[src/rtl/imm_ext_pipe.sv]
// Immediate extender between decode and execute: five extension modes, registered
// behind a valid/ready handshake with a two-entry skid buffer (main + skid register).
module imm_ext_pipe #(
  parameter int DATA_W = 32,
  parameter int IMM_W  = 16,
  parameter int JIDX_W = 26,
  parameter int TAG_W  = 5
) (
  input  logic              clk,
  input  logic              rst,
  input  logic              flush,
  input  logic              in_valid,
  output logic              in_ready,
  input  logic [2:0]        ext_op,
  input  logic [IMM_W-1:0]  imm,
  input  logic [JIDX_W-1:0] jidx,
  input  logic [DATA_W-1:0] pc4,
  input  logic [TAG_W-1:0]  tag_in,
  output logic              out_valid,
  input  logic              out_ready,
  output logic [DATA_W-1:0] imm_out,
  output logic [TAG_W-1:0]  tag_out,
  output logic              err_out,
  output logic [7:0]        illegal_cnt
);

  localparam logic [2:0] OP_ZERO   = 3'b000;
  localparam logic [2:0] OP_SIGNED = 3'b001;
  localparam logic [2:0] OP_HIGH   = 3'b010;
  localparam logic [2:0] OP_BRANCH = 3'b011;
  localparam logic [2:0] OP_JUMP   = 3'b100;

  // Low bits of a jump target that come from {jidx, 2'b00}; the rest come from pc4.
  localparam logic [DATA_W-1:0] JLO_MASK = {DATA_W{1'b1}} >> (DATA_W - JIDX_W - 2);

  typedef struct packed {
    logic [DATA_W-1:0] data;
    logic [TAG_W-1:0]  tag;
    logic              err;
  } beat_t;

  beat_t             new_beat;
  beat_t             m_q, m_d, s_q, s_d;
  logic              m_vld_q, m_vld_d, s_vld_q, s_vld_d;
  logic [7:0]        cnt_q, cnt_d;
  logic [DATA_W-1:0] sext;
  logic              acc;

  assign in_ready    = !s_vld_q;
  assign acc         = in_valid && in_ready;
  assign out_valid   = m_vld_q;
  assign imm_out     = m_q.data;
  assign tag_out     = m_q.tag;
  assign err_out     = m_q.err;
  assign illegal_cnt = cnt_q;

  always_comb begin
    sext         = {{(DATA_W-IMM_W){imm[IMM_W-1]}}, imm};
    new_beat     = '0;
    new_beat.tag = tag_in;
    case (ext_op)
      OP_ZERO:   new_beat.data = {{(DATA_W-IMM_W){1'b0}}, imm};
      OP_SIGNED: new_beat.data = sext;
      OP_HIGH:   new_beat.data = {imm, {(DATA_W-IMM_W){1'b0}}};
      OP_BRANCH: new_beat.data = pc4 + (sext << 2);
      OP_JUMP:   new_beat.data = (pc4 & ~JLO_MASK) | DATA_W'({jidx, 2'b00});
      default:   new_beat.err  = 1'b1;
    endcase
  end

  always_comb begin
    m_d     = m_q;
    s_d     = s_q;
    m_vld_d = m_vld_q;
    s_vld_d = s_vld_q;
    cnt_d   = cnt_q;
    // A flushed beat is still counted: the counter tracks acceptance, not delivery.
    if (acc && new_beat.err && cnt_q != 8'hFF)
      cnt_d = cnt_q + 8'd1;
    if (flush) begin
      m_vld_d = 1'b0;
      s_vld_d = 1'b0;
    end else if (!m_vld_q || out_ready) begin
      if (s_vld_q) begin
        m_d     = s_q;
        m_vld_d = 1'b1;
        s_vld_d = 1'b0;
      end else begin
        m_d     = acc ? new_beat : m_q;
        m_vld_d = acc;
      end
    end else if (acc) begin
      s_d     = new_beat;
      s_vld_d = 1'b1;
    end
  end

  always_ff @(posedge clk) begin
    if (rst) begin
      m_q     <= '0;
      s_q     <= '0;
      m_vld_q <= 1'b0;
      s_vld_q <= 1'b0;
      cnt_q   <= '0;
    end else begin
      m_q     <= m_d;
      s_q     <= s_d;
      m_vld_q <= m_vld_d;
      s_vld_q <= s_vld_d;
      cnt_q   <= cnt_d;
    end
  end

endmodule

[config.mk]
export PLATFORM = sky130hd
export DESIGN_NAME = imm_ext_pipe
export DESIGN_NICKNAME = d
export VERILOG_FILES = /design/src/rtl/imm_ext_pipe.sv
export SDC_FILE = /design/constraint.sdc
export NUM_CORES = 1
export LEC_CHECK = 0
export ABC_AREA = 1
export CAP_MARGIN = 15
export CORE_MARGIN = 4
export CORE_UTILIZATION = 40
export DETAILED_ROUTE_END_ITERATION = 16
export GPL_TIMING_DRIVEN = 0
export PLACE_DENSITY = 0.65
export SLEW_MARGIN = 30
export SYNTH_ARGS = -nofsm -noshare
export SYNTH_HDL_FRONTEND = slang
export SYNTH_SLANG_ARGS = --single-unit
[constraint.sdc]
create_clock -name clk -period 3.65 [get_ports clk]
set_input_delay 0.73 -clock clk [delete_from_list [all_inputs] [get_ports clk]]
set_output_delay 0.73 -clock clk [all_outputs]
set_load 0.02 [all_outputs]
# [Word-level counts from Yosys, hierarchy flattened]
# Cells that the tools add are included.
[op_classes] bitwise=3 eq_ne=5 n_reduce_logical=13 mux=5 addsub=2
[ops] cell="32-bit case mux with 5 select lines" n=1
[ops] cell="38-bit 2-to-1 mux" n=2
[ops] cell="32-bit adder" n=1
[ops] cell="32-bit by 28-bit bitwise OR with 32-bit output" n=1
[ops] cell="8-bit by 1-bit adder with 8-bit output, second input constant" n=1
[ops] cell="8-bit != test, second input constant" n=1
[ops] cell="3-bit by 2-bit equality test with 1-bit output, second input constant" n=2
[ops] cell="3-bit AND reduction" n=2
[ops] cell="5-bit OR reduction" n=1
[ops] cell="3-bit by 1-bit equality test with 1-bit output, second input constant" n=1
[ops] cell="3-bit equality test, second input constant" n=1
[ops] cell="1-bit logical AND" n=3
[ops] cell="3-bit logical NOT" n=1
[ops] cell="3-bit OR reduction" n=1
[ops] cell="1-bit logical NOT" n=2
[ops] cell="1-bit 2-to-1 mux" n=2
[ops] cell="1-bit NOT" n=2
[ops] cell="2-bit nonzero test" n=1
[ops] cell="2-bit OR reduction" n=1
[ops] cell="1-bit logical OR" n=1
[totals] in_bits=87 reg_bits=86 output_inout_bits=48 elab_cells=37

# [Depth between registers and ports, before layout]
# Gate-level depths: netlist (run 1).
[depth] depth_word=5 ltp_mapped=15

# [Worst setup path after synthesis (run 1)]
# OpenSTA, ideal clock, no wires.
[synth_path] kind="input-to-reg" startpoint="input imm[0]" endpoint="register m_q, in the netlist imm_out[18]" cell_stages=15 setup_slack_ns=1.284 path_buffers=0 arrival_time_ns=2.234 path_cell_list="ha_1 -> inv_1 -> fa_1 -> inv_1 -> nand3_1 -> nand3_1 -> nand2_1 -> nand2_1 -> nand2_1 -> nand2_1 -> nand2_1 -> nand2_1 -> o21ai_1 -> o21ai_0 -> a21oi_1"
[synth_between] elab_chain_cells=4
[synth_lines] item="from (decl)" line_no="15" text="input logic [IMM_W-1:0] imm,"
[synth_lines] item="32-bit adder" line_no="65" text="OP_BRANCH: new_beat.data = pc4 + (sext << 2);"
[synth_lines] item="32-bit case mux with 5 select lines" line_no="61" text="case (ext_op)"
[synth_lines] item="38-bit 2-to-1 mux" line_no="89" text="m_d = acc ? new_beat : m_q;"
[synth_lines] item="38-bit 2-to-1 mux" line_no="84" text="if (s_vld_q) begin"
[synth_lines] item="to (signal assigned)" line_no="106" text="m_q <= m_d;"
[synth_lines] item="to (decl)" line_no="43" text="beat_t m_q, m_d, s_q, s_d;"
# No other way between the ends. The select of a mux whose other input is x is not followed.
# A chain may end at the register's enable or synchronous reset.

# [Worst setup path in the final report (run 1)]
[layout_path] startpoint="input imm[15]" endpoint="register m_q, in the netlist imm_out[29]"
[layout_between] elab_chain_cells=4
[layout_lines] item="32-bit adder" line_no="65"
[layout_lines] item="32-bit case mux with 5 select lines *" line_no="61"
[layout_lines] item="38-bit 2-to-1 mux *" line_no="89"
[layout_lines] item="38-bit 2-to-1 mux *" line_no="84"
# Every way passes the cells marked *; elsewhere a longest branch is shown, timed or not. The select of a mux whose other input is x is not followed.

==> results.md, run 1 <==
- Outcome: completed
- Setup-failing EPs final: 0
- Worst-Margin Slew: ~0.79 ns
- Distinct cells, synth: 39
- Port-buffer cells: approximately 130
- Die width: between 100 and 150 um
- Worst r2r dst: imm_out[14]$_SDFFE_PP0P_
- GP Congestion: ~0.98
- Final hold vios: 0
- Core area: between 15000 and 20000 um^2
- Setup Skew: a little under 0.007 ns
- Antenna viol nets, final: 0
- Setup Buffers After CTS: 0
- Hold path startpoint: imm_out[10]$_SDFFE_PP0P_
- Period utilization: a little over 90%
- Startpoint Class: input pin
- Multi-input combinational cell area: 3815 um^2
- Die Area: 17920 um^2
- CTS Buf Count: 9
- Fill cell count: 1581
- Antenna violations before repair: 0
- # DRC: 0
- DPL Wire Length: 17900 um
- Delay-heaviest family, CP: simple AND/OR/NAND/NOR gates
- Yosys reg bits: 86
- Worst r2r path cells: 8
- Reg2reg start: s_vld_q$_SDFFE_PP0P_
- Crit path from: imm[15]
- Final Util: 54.11%
- H-tree depth: 3
- Gr ovfl total: 0
- First-pass GRT wire length: 35050 um
- Post-Syn Area: 6337 um^2
- Maximum vdd drop: between 0.0002 and 0.0003 V
- Worst skew pair latency: around 0.34 ns
- Layout Nets: 1314
- Worst-path fanout max: 18
- Pwr per Cell Area: approximately 350 nW/um^2
- WL final: about 22000 um
- Largest cells by area after synthesis: dfxtp_1 27%, nand2_1 18%, inv_1 9.2%, a21oi_1 7.3%, nand3_1 6.9%
- CP cell instances: clkdlybuf4s50_1 -> ha_1 -> nand2_1 -> nor2_1 -> and2_1 -> and2_1 -> nand2_1 -> nand2_1 -> nand2_1 -> nand3_1 -> nand3_1 -> nand2_1 -> a21oi_1
- Std-Cell Rows: 45
- CP bufs+invs: 1
- Synth Flop Type: dfxtp_1
- Post-route minimum period: 3.339 ns
- Fin. max-slew vios: 0
- Post-Syn Nets: roughly 1200
- Total clock sinks: 86
- Cells after Synth: around 1100
- Total global-route track usage: 24.78%
- Avg Inst Size Synth: around 6.0 um^2
- Placed Instances: 1396
- Number of global-route vias before repair: 6552
- CTS Root Cell: clkbuf_16
- Via count: 7230
- Worst setup slack after layout: a little over 0.3 ns
- 1st-iter DRT viols: roughly 650
- Crit-path slowest cell: clkdlybuf4s50_1
- Post-Layout Inst Area: between 8000 and 9000 um^2
- Dpl cell area: between 7000 and 8000 um^2
- Unrepaired setup endpoints after global routing: no
- Worst Path Required: slightly below 4 ns
- Post-CTS resize count: 0
- Syn. warnings: 0
- Critical path data arrival time: between 3 and 4 ns
- Post-synth EDFFs: 0
- DR WL/cell: 15.89 um
- CP endpoint kind: register
- Static Leak: about 0.004 uW
- Slew margin rel.: 46.90%
- Worst Setup EP: imm_out[29]$_SDFFE_PP0P_
- Final Non-Filler Cells: between 1000 and 1500
- Register area share after synthesis: between 20% and 30%
- Ports: between 100 and 150
- Reg2reg setup slack: approximately 1.8 ns
- Layout area overhead: 31.25%
- Vias per inst: slightly above 5
- Max Freq: about 300 MHz
- ANT cells: 0
- Worst hold path class: register to register
- Setup TNS Final: 0 ns
- Pre-CTS setup slack: -0.003158 ns
- CP peak stage delay: ~0.83 ns
- CTS clk-pin slew, worst paths: ~0.06 ns
- Pin count of the biggest net entering global routing: 19
- Maximum clock path buffer count: 2
- Cell taking the most area after synthesis: dfxtp_1
- Most common cell on crit path: nand2_1
- Area fraction of the dominant cell type after synthesis: roughly 27%
- Drt first pass iters: 7
- Starting Density: roughly two fifths
- Ys async rst share: 0%
- CP Class: input pin to register
- CTS tree: yes
- Critical path depth in cells: 13
- Sequential cell area: around 1700 um^2
- Hold buffers post-CTS: 0
- Fraction of layout cells with a size suffix above 1: between 5 and 6%
- Maximum capacitance violations: 0
- Height of the die: approximately 130 um
## logic make-up after synthesis
kind of cell	synth area share, %
and+or+nand+nor	35.46
xor gates and xnor gates	0.4147
DFF	27.17
adders and majority gates	6.239
AOI/OAI and AO/OA	18.09
buffers and inverters	12.64
## per-stage QoR
step	total power, uW	hold slack (ns)
global placement	1720	0.4545
floorplan	1430	0.4454
CTS	2894	0.4703
finish	2893	0.4671
global route	3034	0.4825
detailed placement	1723	0.4598
## worst min path at each step
| stage | end | slack [ns] | cells after the start |
|---|---|---|---|
| after floorplan | s_q[0]$_SDFFE_PP0P_ | 0.45 | 2 |
| after global placement | s_q[0]$_SDFFE_PP0P_ | 0.45 | 2 |
| after detailed placement | imm_out[20]$_SDFFE_PP0P_ | 0.46 | 2 |
| after CTS | imm_out[25]$_SDFFE_PP0P_ | 0.47 | 2 |
| after global routing | s_q[0]$_SDFFE_PP0P_ | 0.48 | 2 |
| final | imm_out[10]$_SDFFE_PP0P_ | 0.47 | 2 |
## registers in the layout, summed over array words and instances, names as in the netlist
register / flops
out_valid: 1
imm_out: 32
illegal_cnt: 8
s_vld_q: 1
tag_out: 5
err_out: 1
s_q: 38
## report_power, final
part           total (uW)  internal, uW  switching (uW)
Sequential            984           968            16.2
Clock                1180           805             374
Combinational         731           293             437
## cell usage after synthesis (all sizes together) (12+ instances only)
master	number
nand2	301
ha	30
clkbuf	19
o21ai	55
dfxtp	86
a221oi	14
inv	164
nand3	89
nand4	12
buf	20
o211ai	22
a21oi	92
nor2	110
## layout by cell type (no fill, tap or decap), drive strengths merged
cell type	n
bufinv	5
nand3b	1
clkdlybuf4s50	133
a31oi	5
clkinv	3
o21ai	55
xor2	1
a221oi	14
xnor2	2
o21a	1
nand3	89
o211ai	22
nand2	301
dfxtp	86
buf	20
nor3b	1
clkbuf	28
and2	3
o21bai	5
ha	30
a22o	3
or2	6
inv	164
a21oi	92
nand4	12
a21o	1
fa	1
nor3	6
o31ai	1
nor2	110
## cell type report
class	count	share of cell area, %
Buffer	39	2.181
Tap cell	211	3.174
Inverter	165	7.446
Timing Repair Buffer	133	16.00
Clock buffer	9	2.708
Multi-Input combinational cell	762	45.86
Sequential cell	86	20.70
Clock inverter	7	1.925
## layer usage
metal | vias up | routed length (um) | part of all wire [%] | GRT usage, %
li1 | 3683 | - | - | -
met1 | 3242 | 10440 | 47 | 35.00
met2 | 274 | 9664 | 43 | 38.41
met3 | 31 | 1856 | 8.3 | 5.701
met4 | 0 | 475 | 2.1 | 5.886
met5 | - | 0 | 0 | 0
## tightest hold or removal path: stages (launching register included)
cell     delay, ns
dfxtp_1       0.31
nand2_1       0.06
a21oi_1       0.05
Power figures use the tool's default switching activity.
==> run 2: changes to the inputs <==
Settings changed: REMOVE_ABC_BUFFERS set to 1.
==> results.md, run 2 (synthesis gave the netlist of run 1 again) <==
- Post-CTS resize count: 0
- CTS Root Cell: clkbuf_16
- Power, Total: between 2000 and 3000 uW
- Core area: 15370 um^2
- Die Area: around 18000 um^2
- Worst r2r dst: imm_out[2]$_SDFFE_PP0P_
- Vias per inst: around 5
- Post-route minimum period: roughly 3.3 ns
- CTS clk-pin slew, worst paths: 0.06 ns
- CTS Buf Count: 9
- Period utilization: 91.10%
- Maximum vdd drop: around 0.00022 V
- Internal power: 1811 uW
- Worst skew pair latency: 0.35 ns
- Fraction of layout cells with a size suffix above 1: about 4.5%
- WL final: roughly 20000 um
- ANT cells: 0
- Slew margin rel.: 38.62%
- Std-Cell Rows: 45
- Pin count of the biggest net entering global routing: 59
- Top Metal Used: met4
- Most flop-heavy register: s_q
- Gate power share: 26.6%
- Flop pwr share: around 37%
- First-pass GRT wire length: roughly 32000 um
- Gr ovfl total: 0
- Outcome: completed
- Switch Pwr: approximately 800 uW
- Most common cell after layout, fill and taps aside: nand2_1
- Met3 wire length: 1084 um
- Die width: between 100 and 150 um
- Starting Density: about two fifths
- Via count: roughly 6900
- Reg2reg start: s_vld_q$_SDFFE_PP0P_
- Layout Nets: about 1300
- 1st-iter DRT viols: between 500 and 600
- # DRC: 0
- Drt first pass iters: 5
- H-tree depth: 3
- Height of the die: 133.9 um
- Fin. max-slew vios: 0
- Switching share of power: 31.19%
- Port-buffer cells: between 100 and 150
- Static Leak: slightly below 0.004 uW
- Total clock sinks: 86
- Length of routed wiring on met1: 9311 um
- Hold buffers post-CTS: 0
- Worst r2r path cells: 6
- Setup Buffers After CTS: 0
- Pwr per Cell Area: 323.8 nW/um^2
- Worst Setup EP: s_q[32]$_SDFFE_PP0P_
- Startpoint Class: input pin
- CTS tree: yes
- CP endpoint kind: register
- Antenna viol nets, final: 0
- Reg2reg setup slack: approximately 0.54 ns
- CP Class: input pin to register
- Pre-CTS setup slack: -0.03807 ns
- Critical path data arrival time: 3.56 ns
- Antenna violations before repair: 0
- Max reg flops: 38
- Setup Skew: 0.005944 ns
- DR WL/cell: roughly 15 um
- Number of global-route vias before repair: between 6000 and 7000
- Most frequent cells in the layout: 299 x nand2_1, 155 x inv_1, 133 x clkdlybuf4s50_1
- Clock Power Share: a little over a third
- Worst-path fanout max: 18
- Setup-failing EPs final: 0
- Layout area overhead: 28.21%
- Total global-route track usage: 22.30%
- Maximum clock path buffer count: 2
- Worst hold path class: register to register
- Maximum capacitance violations: 0
- Worst-Margin Slew: 0.9179 ns
- Worst setup slack after layout: between 0.3 and 0.4 ns
- DPL Wire Length: 15600 um
- Crit path from: imm[15]
- Max Freq: between 300 and 400 MHz
- Unrepaired setup endpoints after global routing: no
- Ports: ~140
- GP Congestion: between 0.9 and 1
- Fill cell count: about 1600
- Worst Path Required: just under 4 ns
- Met2 routed WL: roughly 9300 um
- Final hold vios: 0
run 2: cell types whose count changed in the layout (fill, tap and decap cells not counted), moves of 2 or more:
cell and delta:
clkinv_4 +2, buf_1 -3, buf_4 -3, clkbuf_1 -19, buf_2 -12, bufinv_16 -4
run 2: cell type report:
| cell class | count | area, um^2 | share of cell area (%) |
|---|---|---|---|
| Multi-Input combinational cell | 762 | 3815 | 46.95 |
| Sequential cell | 86 | 1723 | 21.20 |
| Timing Repair Buffer | 138 | 1394 | 17.15 |
| Inverter | 165 | 621.8 | 7.653 |
| Tap cell | 211 | 264.0 | 3.249 |
| Clock buffer | 10 | 239.0 | 2.941 |
| Clock inverter | 6 | 68.82 | 0.8469 |
run 2: metal layers:
metal  GRT usage [%]  vias to the layer above
li1                -                     3626
met1           29.59                     3038
met2           36.83                      177
met3           4.164                       29
met4           6.857                        0
met5               0                        -
run 2: worst min path at each step:
stage	start	endpoint	slack, ns	cells after the start
5_1_grt	imm_out[13]$_SDFFE_PP0P_	imm_out[13]$_SDFFE_PP0P_	0.48	2
4_1_cts	imm_out[29]$_SDFFE_PP0P_	imm_out[29]$_SDFFE_PP0P_	0.47	2
3_3_place_gp	imm_out[24]$_SDFFE_PP0P_	imm_out[24]$_SDFFE_PP0P_	0.45	2
2_1_floorplan	s_q[0]$_SDFFE_PP0P_	s_q[0]$_SDFFE_PP0P_	0.44	2
6_report	imm_out[18]$_SDFFE_PP0P_	imm_out[18]$_SDFFE_PP0P_	0.46	2
3_5_place_dp	imm_out[18]$_SDFFE_PP0P_	imm_out[18]$_SDFFE_PP0P_	0.46	2
run 2: per-stage QoR:
step	instance area [um^2]	hold WS [ns]	TNS (ns)	cells	util [%]
floorplan	6156	0.4393	0	1013	-
global placement	7761	0.4545	-52.84	1358	50.49
detailed placement	7816	0.4556	-0.05278	1362	50.85
CTS	8124	0.4654	0	1378	52.85
global route	8125	0.4804	0	1378	52.86
finish	8125	0.4621	0	1378	52.86
run 2: worst max-delay path: stages:
cell and delay (ns):
clkdlybuf4s50_1 0.90, ha_1 0.68, nand2_1 0.13, nor2_1 0.24, nand2_1 0.12, nor2_1 0.09, nand2_1 0.10, nand3_1 0.10
nand2_1 0.05, nand3_1 0.12, nand3_1 0.09, o211ai_1 0.12, inv_1 0.06
run 2: power groups by stage:
stage	Combinational [uW]	Clock, uW	Sequential, uW
2_1_floorplan	384	0	1030
3_3_place_gp	691	0	1000
3_5_place_dp	699	0	1000
4_1_cts	703	974	983
5_1_grt	787	1020	986
6_report	701	947	983
